### src/rtl/twd_stage_seq.sv
// Frame sequencer for a twiddle-multiply FFT stage.
// Accepts beats under valid/ready and counts them within a frame of CLK_CNT beats.
// It drives the twiddle datapath enable, the beat count and the twiddle-group index.
// It tracks the datapath latency so that it can flag results leaving the stage.
// A PIPE_LAT-cycle drain gap keeps frames from overlapping inside the multiplier.
//
// Ports:
//   clk, rst            clock; asynchronous active-high reset
//   in_valid/in_ready   upstream beat handshake (in_ready decoded from state only)
//   flush               synchronous abort of the current frame
//   twd_valid           beat accepted this cycle (datapath enable)
//   twd_cnt, twd_idx    beat index within frame; twiddle group = twd_cnt / GRP_LEN
//   frame_start/last    accepted beat is first / last of frame
//   out_valid/out_last  twd_valid / frame_last delayed by PIPE_LAT
//   busy                not idle
//   frame_cnt           completed frames, wraps at 256
module twd_stage_seq #(
  parameter int unsigned CLK_CNT  = 16,
  parameter int unsigned GRP_LEN  = 4,
  parameter int unsigned PIPE_LAT = 2
) (
  input  logic       clk,
  input  logic       rst,
  input  logic       in_valid,
  output logic       in_ready,
  input  logic       flush,
  output logic       twd_valid,
  output logic [3:0] twd_cnt,
  output logic [3:0] twd_idx,
  output logic       frame_start,
  output logic       frame_last,
  output logic       out_valid,
  output logic       out_last,
  output logic       busy,
  output logic [7:0] frame_cnt
);

  localparam int unsigned GrpShift  = $clog2(GRP_LEN);
  localparam logic [3:0]  LastCnt   = 4'(CLK_CNT - 1);
  localparam logic [2:0]  DrainLast = 3'(PIPE_LAT - 1);

  localparam logic [1:0] StIdle  = 2'd0;
  localparam logic [1:0] StRun   = 2'd1;
  localparam logic [1:0] StDrain = 2'd2;

  logic [1:0]          state_q, state_d;
  logic [3:0]          cnt_q, cnt_d;
  logic [2:0]          drain_q, drain_d;
  logic [PIPE_LAT-1:0] vld_sr_q, last_sr_q;
  logic [PIPE_LAT:0]   vld_shift, last_shift;
  logic [7:0]          frame_q;

  assign in_ready    = ((state_q == StIdle) || (state_q == StRun)) && !rst;
  assign twd_valid   = in_valid && in_ready;
  assign frame_start = twd_valid && (cnt_q == 4'd0);
  assign frame_last  = twd_valid && (cnt_q == LastCnt);
  assign twd_cnt     = cnt_q;
  assign twd_idx     = cnt_q >> GrpShift;
  assign out_valid   = vld_sr_q[PIPE_LAT-1];
  assign out_last    = last_sr_q[PIPE_LAT-1];
  assign busy        = (state_q != StIdle);
  assign frame_cnt   = frame_q;

  // A beat taken in a flush cycle is still signalled but must not reach the delay lines.
  // The extra low bit lets one slice expression work for every PIPE_LAT, including 1.
  assign vld_shift  = {vld_sr_q, twd_valid && !flush};
  assign last_shift = {last_sr_q, frame_last && !flush};

  always_comb begin
    state_d = state_q;
    cnt_d   = cnt_q;
    drain_d = drain_q;
    if (flush) begin
      state_d = StIdle;
      cnt_d   = 4'd0;
      drain_d = 3'd0;
    end else begin
      case (state_q)
        StIdle, StRun: begin
          if (twd_valid) begin
            if (cnt_q == LastCnt) begin
              cnt_d   = 4'd0;
              drain_d = 3'd0;
              state_d = StDrain;
            end else begin
              cnt_d   = cnt_q + 4'd1;
              state_d = StRun;
            end
          end
        end
        StDrain: begin
          // drain_q reaches DrainLast in the cycle the last result shows out_last.
          if (drain_q == DrainLast) begin
            drain_d = 3'd0;
            state_d = StIdle;
          end else begin
            drain_d = drain_q + 3'd1;
          end
        end
        default: state_d = StIdle;
      endcase
    end
  end

  always_ff @(posedge clk or posedge rst) begin
    if (rst) begin
      state_q   <= StIdle;
      cnt_q     <= 4'd0;
      drain_q   <= 3'd0;
      vld_sr_q  <= '0;
      last_sr_q <= '0;
      frame_q   <= 8'd0;
    end else begin
      state_q <= state_d;
      cnt_q   <= cnt_d;
      drain_q <= drain_d;
      if (flush) begin
        vld_sr_q  <= '0;
        last_sr_q <= '0;
      end else begin
        vld_sr_q  <= vld_shift[PIPE_LAT-1:0];
        last_sr_q <= last_shift[PIPE_LAT-1:0];
        if (out_last) frame_q <= frame_q + 8'd1;
      end
    end
  end

endmodule

### config.mk
export PLATFORM = sky130hd
export DESIGN_NAME = twd_stage_seq
export DESIGN_NICKNAME = d
export VERILOG_FILES = /design/src/rtl/twd_stage_seq.sv
export SDC_FILE = /design/constraint.sdc
export NUM_CORES = 1
export LEC_CHECK = 0
export CAP_MARGIN = 15
export CORE_MARGIN = 2
export CORE_UTILIZATION = 50
export DETAILED_ROUTE_END_ITERATION = 10
export PLACE_DENSITY = 0.82
export SLEW_MARGIN = 15
export SYNTH_ARGS = -nofsm -noshare
export SYNTH_HDL_FRONTEND = slang
export SYNTH_SLANG_ARGS = --single-unit
### constraint.sdc
create_clock -name clk -period 2.91 [get_ports clk]
set_input_delay 0.4365 -clock clk [delete_from_list [all_inputs] [get_ports clk]]
set_output_delay 0.4365 -clock clk [all_outputs]
set_load 0.01 [all_outputs]
# Yosys cells after proc, flatten, opt, wreduce, memory -nomap -nowiden
# Index checks and enable logic that the tools add are counted.
dict set report word_totals {
  ff_bits 21
  input_bits 4
  out_inout_bits 23
  wordCells 53
}
dict set report op_classes {
  add_sub_neg 3
  n_eq_ne 7
  muxes 16
  bitwise 1
  reduce_logical 20
}
# operator count
set ops {}
lappend ops {{4-bit two-way mux} 4}
lappend ops {{2-bit two-way mux} 6}
lappend ops {{3-bit two-way mux} 4}
lappend ops {{3-bit != test (second input constant)} 3}
lappend ops {{8-bit by 1-bit adder with 8-bit output (second input constant)} 1}
lappend ops {{1-bit logical AND} 6}
lappend ops {{3-bit one-hot mux with 2 select lines} 1}
lappend ops {{2-bit AND reduction} 3}
lappend ops {{2-bit nonzero test} 3}
lappend ops {{4-bit by 1-bit adder with 4-bit output (second input constant)} 1}
lappend ops {{4-bit == test (second input constant)} 1}
lappend ops {{4-bit zero test} 1}
lappend ops {{2-bit one-hot mux with 2 select lines} 1}
lappend ops {{3-bit by 1-bit adder with 3-bit output (second input constant)} 1}
lappend ops {{3-bit by 1-bit == test with 1-bit output (second input constant)} 1}
lappend ops {{3-bit AND reduction} 1}
lappend ops {{3-bit nonzero test} 1}
lappend ops {{2-bit by 1-bit == test with 1-bit output (second input constant)} 1}
lappend ops {{2-bit == test (second input constant)} 1}
lappend ops {{1-bit zero test} 2}
lappend ops {{2-bit zero test} 1}
lappend ops {{2-bit OR reduction} 1}
lappend ops {{1-bit logical OR} 1}
lappend ops {{1-bit inverter} 1}

# Longest topological paths before layout
dict set report logic_depth {
  depth_word 7
  mapped_depth 4
  depth_no_buf 4
}

# Least setup slack after synthesis
# OpenSTA, ideal clock, no wires.
dict set report synth_path {
  path_type {input to output}
  startpoint {input rst}
  endpoint {output frame_start}
  arrival_ps 1413
  required_time_ps 2474
  path_slack_ps 1061
  path_stages 3
  path_buffers 1
  path_cell_list {or3b_4 > buf_6 > nor4b_1}
}
dict set report synth_via {
  elab_chain_cells 4
}
# item line
set synth_lines {}
lappend synth_lines {{start: declaration} 23} ;# input logic rst,
lappend synth_lines {{1-bit zero test (no line)} --}
lappend synth_lines {{1-bit logical AND} 53} ;# assign in_ready = ((state_q == StIdle) || (state_q == StRun)) && !rst;
lappend synth_lines {{1-bit logical AND} 54} ;# assign twd_valid = in_valid && in_ready;
lappend synth_lines {{1-bit logical AND} 55} ;# assign frame_start = twd_valid && (cnt_q == 4'd0);
lappend synth_lines {{end: declaration} 30} ;# output logic frame_start,
# Every way passes these cells.

# Worst setup path in the final report
# Same ends and word-level chain as after synthesis.

==> summary.txt <==
Outcome - complete, no violations
Total grt overflow - 0
Area delta synth->final - 25.8%
Pre-antenna DRT Iters - 4
R2r setup slk - 1470 ps
Worst Setup Slack, final - 227 ps
Clock Path Buffers - 2
Core ar. - 1920 µm²
Largest net degree at the start of global routing - 22
Crit-path max FO - 11
N_diodes - 0
Antenna Violating Nets Remaining - 0
Post-DP Area - 1240 µm²
Min Tclk post-route - 2680 ps
Ordered list of cells on the worst path - clkdlybuf4s50_1, or3b_4, nor4b_1, clkdlybuf4s50_1
# hold bufs at CTS - 0
Hold path cells - 1
Final Util - 65.8%
Cell Pwr Density - 372 nW/µm²
Worst Skew - 6.29 ps
Crit end category - output pin
Synth top area cells - dfrtp_1 52%, xnor2_1 5.2%, ha_1 3.7%
Fin Setup TNS - 0 ps
Critical R2R Capture - twd_cnt[3]$_DFFE_PP0P_
Critical Path Most Common Cell - clkdlybuf4s50_1
Maxcap violations - 0
Hold EP - last_sr_q[1]$_DFF_PP0_
Final non-filler cell total - 146
RSZ-0062 raised after global routing - false
Die Span X - 48.8 µm
Synthesized netlist cell count - 96
TritonCTS clock tree - built
# IOs - 27
Chip height - 48.8 µm
Clock transition at the registers of the reported paths - 110 ps
Post-synth top area cell - dfrtp_1
Required time worst endpoint - 2470 ps
Commonest non-fill, non-tap cells in the layout - 24 x clkdlybuf4s50_1, 21 x dfrtp_1, 10 x nand2_1
Fin crit share - 92.2%
Final Max Tran Viols - 0
Slew HR - 48.9%
Most common cell after layout, fill and taps aside - clkdlybuf4s50_1
Mean Syn Cell Area - 10.5 µm²
R2R depth - 4
Crit-path slowest cell - clkdlybuf4s50_1
Placed cells - 142
Fin area - 1260 µm²
Hold Fails Final Rpt - 0
Async SR Flop Fraction - 100%
Final wirelength - 1.74 mm
Initial DRC count - 10
CP max stage delay - 590 ps
Layout cell share with drive strength beyond 1 - 5.04%
Die area - 2380 µm²
DR WL/cell - 11.9 µm
All-Layer GR Usage - 16.7%
Synth cell types - 33
DR vias - 770
Num rows - 16
Hold Startpoint - last_sr_q[0]$_DFF_PP0_
Dominant synthesized flop cell - dfrtp_1
Max H-tree Level - 1
Kind of critical path - in2out
YS warnings - 0
# port buffers - 24
Type of the most critical hold path - reg2reg
DRC Markers - 0
VDD IR max - 0.265 mV
Clock Sinks - 21
# nets final - 127
CTS root buf - clkbuf_4
Worst-Margin Slew - 765 ps
Startpoint types - input port
Vias per cell - 5.27
Final setup fails - 0
Cts bufs inserted - 3
First-pass GRT wire length - 3.13 mm
Static leakage - 0.548 nW
WP data arrival - 2250 ps
Hpwl dp - 1.29 mm
Fmax achieved - 0.373 GHz
Postcts setup bufs - 0
Seq/Total Area, Yosys - 52.3%
Mapped Area - 1000 µm²
Yosys reg bits - 21
Critical register-to-register path startpoint - state_q[1]$_DFFE_PP0P_
EDFF count, synth - 0
Share of the synthesized area in the top cell type - 52.3%
Vias in the first global route - 734
Initial antenna violation count - 0
GPL Wtd Cong - 0.750
Starting density of the core - 52.3%
Worst skew pair latency - 290 ps
Post-cts sizing count - 0
DP Worst Slack - 217 ps
-- metal layers --
layer / up-vias / share of wire, % / GRT usage (%)
met1: 355 / 46 / 21.8
met2: 35 / 45 / 26.0
met5: - / 0 / 0
met4: 0 / 2.3 / 8.57
met3: 6 / 6.9 / 3.99
li1: 374 / - / -
-- kinds of logic after synthesis --
logic type	count (synthesis)	share of synthesized area [%]
buffers and inverters	12	6.72
XOR/XNOR	7	6.10
flip-flops	21	52.3
AND/OR/NAND/NOR	36	20.4
other	1	0.373
multiplexers	1	1.12
adder cells (fa/ha/maj)	3	3.74
AO/OA/AOI/OAI	15	9.22
-- critical path: cells and delay by family --
family	cells	cell delay, ps
simple gates	2	770
buf+inv	2	1040
-- cells in the mapped netlist (all sizes together), types with 3 or more instances --
| library cell | n |
|---|---|
| a21oi | 6 |
| buf | 5 |
| dfrtp | 21 |
| ha | 3 |
| inv | 6 |
| nand2 | 10 |
| nand2b | 3 |
| nand4 | 4 |
| nor2b | 4 |
| nor3 | 3 |
| xnor2 | 6 |
-- worst max-delay path by stage --
stage                     start          end  slack [ps]
after detailed placement    rst  frame_start         220
after global placement      rst  frame_start         290
final                       rst  frame_start         230
after CTS                   rst  frame_start         200
after global routing        rst  frame_start         170
after floorplan             rst  frame_start        1060
-- through the flow --
step           power [mW]  hold WS, ps
5_1_grt             0.496          513
3_5_place_dp        0.344          466
2_1_floorplan       0.328          413
3_3_place_gp        0.343          442
4_1_cts             0.477          486
6_report            0.470          480
-- power by group --
group	leakage (nW)	switching [mW]	internal (mW)
registers	0.291	0.00333	0.295
logic	0.242	0.0212	0.0180
clock network	0.0150	0.0793	0.0532
total	0.548	0.104	0.366
-- state kept, by name (all words and copies together), names as in the netlist --
signal	cells
frame_cnt	8
twd_cnt	4
drain_q	3
last_sr_q	2
state_q	2
vld_sr_q	2
-- cell type report --
| class | instances | area (µm²) |
|---|---|---|
| clock buffers | 4 | 26.3 |
| inverters | 6 | 22.5 |
| well taps | 27 | 33.8 |
| repair buffers | 24 | 240 |
| fillers | 160 | 658 |
| flip-flops and latches | 21 | 526 |
| multi-input cells | 64 | 415 |
Note: power is estimated with default switching activity, not from simulation.
